==> src/rtl/adder_serial_acc.sv <==
// adder_serial_acc: digit-serial adder/subtractor with a persistent accumulator.
// Operands enter through a valid/ready handshake. Each RUN cycle adds DIGIT bits,
// starting at the LSB, through one DIGIT-wide carry chain. The result is held in
// DONE until a consumer handshake takes it.
module adder_serial_acc #(
  parameter int WIDTH = 8,
  parameter int DIGIT = 1
) (
  input  logic             clk,
  input  logic             rst_n,
  input  logic             ena,
  input  logic             in_valid,
  output logic             in_ready,
  input  logic [1:0]       op,
  input  logic [WIDTH-1:0] a,
  input  logic [WIDTH-1:0] b,
  output logic             out_valid,
  input  logic             out_ready,
  output logic [WIDTH-1:0] sum,
  output logic             cout,
  output logic             ovf,
  output logic             zero,
  output logic             busy
);

  localparam int NDIG = WIDTH / DIGIT;
  localparam int CW   = (NDIG > 1) ? $clog2(NDIG) : 1;
  localparam logic [CW-1:0]    LAST  = CW'(NDIG - 1);
  localparam logic [WIDTH-1:0] DMASK = {WIDTH{1'b1}} >> (WIDTH - DIGIT);

  if (WIDTH < 2) begin : g_bad_width
    $error("adder_serial_acc: WIDTH must be >= 2");
  end
  if (DIGIT < 1 || (WIDTH % DIGIT) != 0) begin : g_bad_digit
    $error("adder_serial_acc: WIDTH must be a multiple of DIGIT");
  end

  typedef enum logic [1:0] {IDLE, RUN, DONE} state_t;
  typedef enum logic [1:0] {OP_ADD = 2'b00, OP_SUB = 2'b01, OP_ACC = 2'b10, OP_CLR = 2'b11} op_t;

  state_t           state;
  logic [WIDTH-1:0] opa;
  logic [WIDTH-1:0] opb;
  logic [WIDTH-1:0] acc;
  logic             carry;
  logic [CW-1:0]    dig;
  logic             acc_op;

  logic [DIGIT-1:0] da;
  logic [DIGIT-1:0] db;
  logic [DIGIT-1:0] ds;
  logic [DIGIT:0]   dc;
  logic [WIDTH-1:0] sum_nx;
  logic             last;
  int unsigned      sh;

  assign in_ready = ena & (state == IDLE);
  assign busy     = (state != IDLE);

  // One digit of the ripple chain, and the sum with that digit merged in.
  // Shifts are used instead of variable part-selects so the slice offset
  // needs no particular index width.
  always_comb begin
    sh     = 32'(dig) * 32'(DIGIT);
    da     = DIGIT'(opa >> sh);
    db     = DIGIT'(opb >> sh);
    ds     = '0;
    dc     = '0;
    dc[0]  = carry;
    for (int unsigned i = 0; i < DIGIT; i++) begin
      ds[i]   = da[i] ^ db[i] ^ dc[i];
      dc[i+1] = (da[i] & db[i]) | (dc[i] & (da[i] ^ db[i]));
    end
    sum_nx = (sum & ~(DMASK << sh)) | (WIDTH'(ds) << sh);
    last   = (dig == LAST);
  end

  // Control FSM, datapath registers and registered result flags.
  always_ff @(posedge clk) begin
    if (!rst_n) begin
      state     <= IDLE;
      opa       <= '0;
      opb       <= '0;
      acc       <= '0;
      carry     <= 1'b0;
      dig       <= '0;
      acc_op    <= 1'b0;
      sum       <= '0;
      cout      <= 1'b0;
      ovf       <= 1'b0;
      zero      <= 1'b0;
      out_valid <= 1'b0;
    end else if (ena) begin
      unique case (state)
        IDLE: begin
          if (in_valid) begin
            if (op == OP_CLR) begin
              state     <= DONE;
              acc       <= '0;
              sum       <= '0;
              cout      <= 1'b0;
              ovf       <= 1'b0;
              zero      <= 1'b1;
              out_valid <= 1'b1;
            end else begin
              state  <= RUN;
              dig    <= '0;
              carry  <= (op == OP_SUB);
              opa    <= (op == OP_ACC) ? acc : a;
              opb    <= (op == OP_SUB) ? ~b : b;
              acc_op <= (op == OP_ACC);
            end
          end
        end
        RUN: begin
          sum   <= sum_nx;
          carry <= dc[DIGIT];
          dig   <= dig + CW'(1);
          if (last) begin
            state     <= DONE;
            out_valid <= 1'b1;
            cout      <= dc[DIGIT];
            ovf       <= dc[DIGIT] ^ dc[DIGIT-1];
            zero      <= (sum_nx == '0);
            if (acc_op) begin
              acc <= sum_nx;
            end
          end
        end
        DONE: begin
          if (out_ready) begin
            state     <= IDLE;
            out_valid <= 1'b0;
          end
        end
        default: state <= IDLE;
      endcase
    end
  end

endmodule

==> config.mk <==
export PLATFORM = sky130hd
export DESIGN_NAME = adder_serial_acc
export DESIGN_NICKNAME = d
export VERILOG_FILES = /design/src/rtl/adder_serial_acc.sv
export SDC_FILE = /design/constraint.sdc
export NUM_CORES = 1
export LEC_CHECK = 0
export ABC_AREA = 0
export CORE_ASPECT_RATIO = 1.25
export CORE_MARGIN = 5
export CORE_UTILIZATION = 45
export CTS_BUF_LIST = sky130_fd_sc_hd__clkbuf_8
export DETAILED_ROUTE_END_ITERATION = 16
export GPL_ROUTABILITY_DRIVEN = 0
export HOLD_SLACK_MARGIN = 0.06
export PLACE_DENSITY = 0.69
export SLEW_MARGIN = 20
export SYNTH_ARGS = -nofsm -noshare
export SYNTH_HDL_FRONTEND = slang
export SYNTH_SLANG_ARGS = --single-unit
==> constraint.sdc <==
create_clock -name clk -period 3.31 [get_ports clk]
set_input_delay 0.331 -clock clk [delete_from_list [all_inputs] [get_ports clk]]
set_output_delay 0.331 -clock clk [all_outputs]
set_load 0.05 [all_outputs]
==> metrics.cfg <==
[cells_and_area]
drive_above_1_share_pct=12.1
final_cells=342
nNetsFinal=309
syn2layout_area_growth_pct=18.8
antenna_cells=0
fillers=493
fin_util_pct=54.6

[synthesis]
synth.avg_cell_area_sq_um=9.28
netlist_area_sq_mm=0.00232
synth.distinct_cells=46
postSynth.asyncResetShare_pct=0
ys_top_cells_by_area=dfxtp_1, a211oi_2, mux2i_1, nor2_1, nand2_1
synth_area_leader_cell=dfxtp_1
synthCells=250
yosys_warnings=0
yosysSeqAreaShare_pct=37.1
synthFlopType=dfxtp_1
synth_nets=280
synth_most_common_cell=dfxtp_1
synth-seq-cells=43
synthTopCellsByCount=dfxtp_1, nor2_1, nand2_1
synth-edff-count=0
yosys.area.top_type_share_pct=37.1

[worst_setup_path]
end_kind=flop
critPathRequiredTime_ps=3560
path_class=flop to flop
cp_data_arrival_time_ps=2920
startpoint_type=flop
cp_max_fo=5

[place]
place_hpwl_um=3880
placedCellCount=334
io_buffers=36

[global_route]
gr-usage-met1_pct=21.4
met3_usage_pct=3.12
grt_overflow=0
busiest_layer=met2
antenna_found_initial=0
grt_pass1_vias=1859
grt_usage_pct=17.0
grt_max_degree=35
grt_pass1_wl_um=9050
use_met2_pct=28.8

[sta]
period_minus_slack_ps=2670
tightestPinTransition_ps=954
rsz0062_at_grt=false
hold_violations=0
clock_skew_ps=10.1
drv_slew=0
finalSetupViolations=0
setup_tns_ps=0
fmax_mhz=374
post-route-period-util_pct=80.7
relSlewSlack_pct=36.2
hold_ws_ps=483

[power]
peakVddDrop_mv=0.222
switching_share_pct=29.8
p_per_area_mw_per_mm2=407
intPower_uw=788
p_leak_uw=0.00102
p_comb_share_pct=20.5
seqPwrFrac_pct=50.0
clockPowerShare_pct=29.5
finalPower_uw=1120
switchingPower_uw=334

[clock_network]
ctsResizeCount=0
hold_buffers=0
ctsRootBufferMaster=clkbuf_8
cts_buffer_depth=2
insertion_delay_ps=300
h-tree-depth=2
clkSlewWorstSetupHoldPaths_ps=90
clock-sinks=43
cts_made_buffers=5
cts_tree=done
cts_setup_buffers=0

[die]
die_w_um=74.2
core-area_sq_mm=0.00504
row_count=29
die_area_sq_mm=0.00670
fp.dieH_um=90.3
start_util_pct=46.0
ios=37

[route]
wl_um=5240
drc=0
wl_per_cell_um=15.3
ant_nets=0
first_iter_violations=144
num_vias=1834
drt-vias-per-instance=5.36
drt-pass1-iter-count=4

[run]
drv_cap=0

[status]
status=complete, no violations

[worst_hold_path]
holdCritPathClass=flop to flop

layout by cell type (no fill, tap or decap), types with 4 or more instances in the layout:
cell,instances
a211oi_2,12
a32oi_1,4
o21ai_0,4
mux2i_1,15
mux4_2,4
dfxtp_1,43
a21oi_1,9
nand3_1,4
nand2_1,25
nor2b_1,5
and2_1,4
xnor2_1,8
clkdlybuf4s50_1,36
nand2b_1,5
ha_1,6
nor2_1,36
clkbuf_8,5
inv_1,9
final timing paths:
path	start	to	slack (ps)	depth (start not counted)
max	dig[0]	zero	640	9
min	ovf	ovf	480	2
max reg2reg	dig[0]	zero	640	9
min reg2reg	ovf	ovf	480	2
worst max-delay path, cell delays in order (launching register included):
cell      delay, ps
dfxtp_1         480
mux4_2          530
nand2_1          80
nand2_1          80
fa_1            490
nor2b_1         190
a32oi_1         290
nand4_1         150
o211ai_1        200
o211a_1         160
cell families (layout without fill, tap and decap cells):
family | Yosys count | after routing | share of synthesized area, %
flops | 43 | 43 | 37.1
xor+xnor | 9 | 9 | 3.40
compound gates | 51 | 51 | 18.4
simple gates | 96 | 96 | 20.5
fa+ha+maj | 7 | 7 | 4.10
mux | 19 | 19 | 10.4
buf+inv | 25 | 55 | 6.04
registers in the layout, summed over array words and instances, names as in the netlist, 2 cells and up:
| register | flops |
|---|---|
| sum | 8 |
| acc | 8 |
| state | 2 |
| opa | 8 |
| dig | 3 |
| opb | 8 |
metal layers:
metal | vias to the layer above | part of all wire, %
li1 | 927 | -
met1 | 867 | 43
met2 | 32 | 52
met3 | 8 | 3.6
met4 | 0 | 1.7
met5 | - | 0
power by group through the flow:
stage                     Sequential, uW  Combinational (uW)  Clock [uW]
after floorplan                      571                 171           0
after global placement               573                 228           0
after detailed placement             573                 230           0
after CTS                            561                 232         342
after global routing                 564                 252         358
final                                561                 230         331
layout make-up:
type	count	area [sq um]	share of cell area (%)
Clock buffer	5	68.8	2.50
Clock inverter	3	16.3	0.590
Timing Repair Buffer	39	383	13.9
Tap cell	62	77.6	2.82
Sequential cell	43	861	31.2
Inverter	8	30.0	1.09
Multi-Input combinational cell	182	1320	47.9
per-stage QoR:
| step | instance area, sq um | setup slack (ps) |
|---|---|---|
| 6_report | 2760 | 639 |
| 2_1_floorplan | 2320 | 776 |
| 4_1_cts | 2760 | 640 |
| 3_5_place_dp | 2670 | 654 |
| 5_1_grt | 2760 | 424 |
| 3_3_place_gp | 2670 | 734 |
(Power assumes the default switching activity.)
